==> src/rtl/oam_dma.sv <==
// Sprite-attribute DMA: a CPU write to FF46 starts a 160-byte copy from page {src,00..9F}
// into OAM at FE00..FE9F. Each byte takes one READ and one WRITE cycle.
module oam_dma (
    input  logic        i_Clk,
    input  logic        i_Rst,
    input  logic        i_Enable,
    input  logic [15:0] i_CPU_Address,
    input  logic [7:0]  i_CPU_Data,
    input  logic        i_CPU_Write,
    input  logic        i_CPU_Read,
    output logic [7:0]  o_CPU_Data,
    output logic        o_CPU_Block,
    output logic [15:0] o_Mem_Address,
    output logic        o_Mem_Read,
    output logic        o_Mem_Write,
    output logic [7:0]  o_Mem_Data,
    input  logic [7:0]  i_Mem_Data,
    output logic        o_Active
);

    typedef enum logic [1:0] {
        IDLE  = 2'd0,
        START = 2'd1,
        READ  = 2'd2,
        WRITE = 2'd3
    } state_t;

    localparam logic [15:0] DMA_REG  = 16'hFF46;
    localparam logic [7:0]  LAST_IDX = 8'h9F;

    state_t     state_reg, state_next;
    logic [7:0] page_reg, page_next;
    logic [7:0] src_reg, src_next;
    logic [7:0] idx_reg, idx_next;
    logic [7:0] latch_reg, latch_next;
    logic       trigger;

    assign trigger = i_CPU_Write && (i_CPU_Address == DMA_REG);

    // A trigger restarts the engine from any state, ahead of the normal sequencing.
    always_comb begin
        state_next = state_reg;
        page_next  = page_reg;
        src_next   = src_reg;
        idx_next   = idx_reg;
        latch_next = latch_reg;
        if (i_Enable) begin
            if (trigger) begin
                page_next  = i_CPU_Data;
                src_next   = (i_CPU_Data >= 8'hE0) ? (i_CPU_Data - 8'h20) : i_CPU_Data;
                idx_next   = 8'h00;
                state_next = START;
            end else begin
                case (state_reg)
                    IDLE:  state_next = IDLE;
                    START: state_next = READ;
                    READ: begin
                        latch_next = i_Mem_Data;
                        state_next = WRITE;
                    end
                    WRITE: begin
                        if (idx_reg == LAST_IDX) begin
                            state_next = IDLE;
                        end else begin
                            idx_next   = idx_reg + 8'h01;
                            state_next = READ;
                        end
                    end
                    default: state_next = IDLE;
                endcase
            end
        end
    end

    always_ff @(posedge i_Clk) begin
        if (i_Rst) begin
            state_reg <= IDLE;
            page_reg  <= 8'hFF;
            src_reg   <= 8'h00;
            idx_reg   <= 8'h00;
            latch_reg <= 8'h00;
        end else begin
            state_reg <= state_next;
            page_reg  <= page_next;
            src_reg   <= src_next;
            idx_reg   <= idx_next;
            latch_reg <= latch_next;
        end
    end

    // Memory-side outputs decode registered state only, so they hold while disabled.
    always_comb begin
        o_Mem_Address = 16'h0000;
        o_Mem_Read    = 1'b0;
        o_Mem_Write   = 1'b0;
        o_Mem_Data    = 8'h00;
        case (state_reg)
            READ: begin
                o_Mem_Address = {src_reg, idx_reg};
                o_Mem_Read    = 1'b1;
            end
            WRITE: begin
                o_Mem_Address = {8'hFE, idx_reg};
                o_Mem_Write   = 1'b1;
                o_Mem_Data    = latch_reg;
            end
            default: ;
        endcase
    end

    assign o_Active    = (state_reg != IDLE);
    assign o_CPU_Block = o_Active && (i_CPU_Read || i_CPU_Write) && (i_CPU_Address < 16'hFF00);
    assign o_CPU_Data  = (i_CPU_Read && (i_CPU_Address == DMA_REG)) ? page_reg : 8'h00;

endmodule

==> config.mk <==
export PLATFORM = sky130hd
export DESIGN_NAME = oam_dma
export DESIGN_NICKNAME = d
export VERILOG_FILES = /design/src/rtl/oam_dma.sv
export SDC_FILE = /design/constraint.sdc
export NUM_CORES = 1
export LEC_CHECK = 0
export CORE_UTILIZATION = 47
export CTS_BUF_LIST = sky130_fd_sc_hd__clkbuf_4 sky130_fd_sc_hd__clkbuf_8
export CTS_CLUSTER_DIAMETER = 120
export CTS_CLUSTER_SIZE = 30
export DETAILED_ROUTE_END_ITERATION = 10
export PLACE_DENSITY_LB_ADDON = 0.1
export SLEW_MARGIN = 20
export SYNTH_ARGS = -nofsm -noshare
export SYNTH_HDL_FRONTEND = slang
export SYNTH_SLANG_ARGS = --single-unit
==> constraint.sdc <==
create_clock -name i_Clk -period 3.62 [get_ports i_Clk]
set_clock_uncertainty 0.1 [all_clocks]
set_input_delay 0.724 -clock i_Clk [delete_from_list [all_inputs] [get_ports i_Clk]]
set_output_delay 0.724 -clock i_Clk [all_outputs]
set_load 0.03 [all_outputs]
==> results.ini <==
[run_status]
run_status=finished clean

[synthesis]
yosysSeqAreaShare_pct=39.1
avgSynthCellArea_um2=8.26
synthCells=211
synth_nets=250
synth_area_mm2=0.00174
ys_types=38
synth_warnings=0
synth_edf_count=0
synthArstFlopShare_pct=0
synth_flop_cell=dfxtp_1
synth-seq-cells=34

[grt]
grt_pass1_wl_um=7110
grt_max_degree=30
grt_usage_pct=22.5
globalRouteOverflowTotal=0
antenna_found_initial=0
first_global_vias=1642

[worst_setup_path]
cp_max_fo=8
cp.required_ps=2800
crit_arrival_ps=2620
end_kind=primary output
startpoint_type=input pin
path_class=input pin to primary output

[finish]
fill_cells=287
drive_above_1_share_pct=11.1
diodes=0
nets=318
area_growth_pct=47.5

[drt]
wirelength_um=4020
drt_iter0_markers=108
via_count=1741
postRouteAntennaNets=0
viasPerCell=5.34
wl_per_cell_um=12.3
drt-pass1-iter-count=4
drc_errors=0

[floorplan]
io_pins=73
core_region_area_mm2=0.00344
start_util_pct=50.6
dieArea_mm2=0.00396
placementRows=21
fp.dieH_um=62.9
die_x_um=62.9

[clock_network]
clock_latency_ps=280
postCtsSetupRepairBufs=0
cts_sinks=34
root_buffer=clkbuf_8
cts_tree=yes
clockBufferDepth=2
numCtsBuffers=5
htreeDepth=2
clkSlewWorstSetupHoldPaths_ps=60
cts_hold_buf=0
cts-resized-gates=0

[timing]
tightestPinTransition_ps=681
period_share_pct=95.1
report.final.slew_viol_count=0
fin_tns_setup_ps=0
period_minus_slack_ps=3440
rsz0062_at_grt=no
max_freq_ghz=0.291
final_hold_viol_count=0
setup_viol=0
max_slew_margin_pct=54.6

[pwr]
ir_drop_mv=0.223
finalPower_mw=0.820
p_leak_nw=1.06
power_density_mw_per_mm2=319

[job]
cap_violations=0

[place]
place.gp.congestion=0.817
dp_hpwl_um=2880
numPortBuffers=72

[hold_path]
hold_class=flip-flop to flip-flop

-- Yosys cell counts, types with 3 or more instances --
library cell,n,share of area (%)
a21oi_1,14,4.0
and2_1,17,6.1
and3_1,10,3.6
clkbuf_1,10,2.2
dfxtp_1,34,39
inv_1,5,1.1
mux2i_1,8,4.6
nand2_1,30,6.5
nand3_1,23,6.6
nand3b_1,5,2.2
nor2_1,11,2.4
o21a_1,7,3.0
o311ai_0,3,1.5
-- where the power goes --
part	switching [mW]	internal, mW	total, mW
clock	0.132	0.221	0.353
combinational	0.0355	0.0498	0.0853
sequential	0.00499	0.377	0.382
-- metrics by stage --
step / instance area [um2] / util (%) / hold slack (ps) / setup slack (ps) / cells
6_report: 2570 / 74.7 / 346 / 178 / 326
5_1_grt: 2570 / 74.7 / 375 / 34.4 / 326
4_1_cts: 2570 / 74.7 / 350 / 159 / 326
3_5_place_dp: 2460 / 71.4 / 336 / 159 / 318
3_3_place_gp: 2460 / 71.4 / 333 / 213 / 318
2_1_floorplan: 1740 / - / 321 / 732 / 211
-- final cells by class --
cell class	count	area, um2	share of cell area [%]
Tap cell	46	57.6	2.24
Sequential cell	34	681	26.5
Multi-Input combinational cell	158	977	38.0
Inverter	5	18.8	0.730
Clock inverter	1	30.0	1.17
Clock buffer	7	83.8	3.26
Timing Repair Buffer	75	723	28.1
-- final timing paths --
kind	start	endpoint	slack, ps	cells past startpoint
min	page_reg[3]	page_reg[3]	350	2
min reg2reg	page_reg[3]	page_reg[3]	350	2
max reg2reg	state_reg[0]	idx_reg[6]	1530	4
max	i_CPU_Address[0]	o_CPU_Data[1]	180	6
-- cell usage in the layout (no fill, tap or decap), types with 3 or more instances in the layout --
cell,n
o311ai_0,3
dfxtp_1,34
nand3b_1,5
clkdlybuf4s50_1,64
a21oi_1,14
nor2_1,11
inv_1,5
o21a_1,7
nand3_1,23
clkbuf_8,5
nand2_1,30
mux2i_1,8
buf_4,11
and2_1,17
and3_1,10
-- layer usage --
metal,vias up,GRT usage (%),routed length (um)
li1,878,-,-
met1,791,28.3,1790
met2,68,35.8,1940
met3,4,6.39,248
met4,0,8.72,34
met5,-,0,0
-- cells by family after synthesis --
| group | count (synthesis) | synth area share, % |
|---|---|---|
| AO/OA/AOI/OAI | 37 | 14.6 |
| adder cells (fa/ha/maj) | 2 | 1.44 |
| buffers and inverters | 19 | 4.88 |
| flip-flops | 34 | 39.1 |
| multiplexers | 8 | 4.59 |
| AND/OR/NAND/NOR | 111 | 35.4 |
-- worst max-delay path, stage by stage --
cell	delay, ps
clkdlybuf4s50_1	410
or4b_4	570
nor3_2	250
and3_1	340
and2_1	170
buf_4	150
Power figures use the tool's default switching activity.
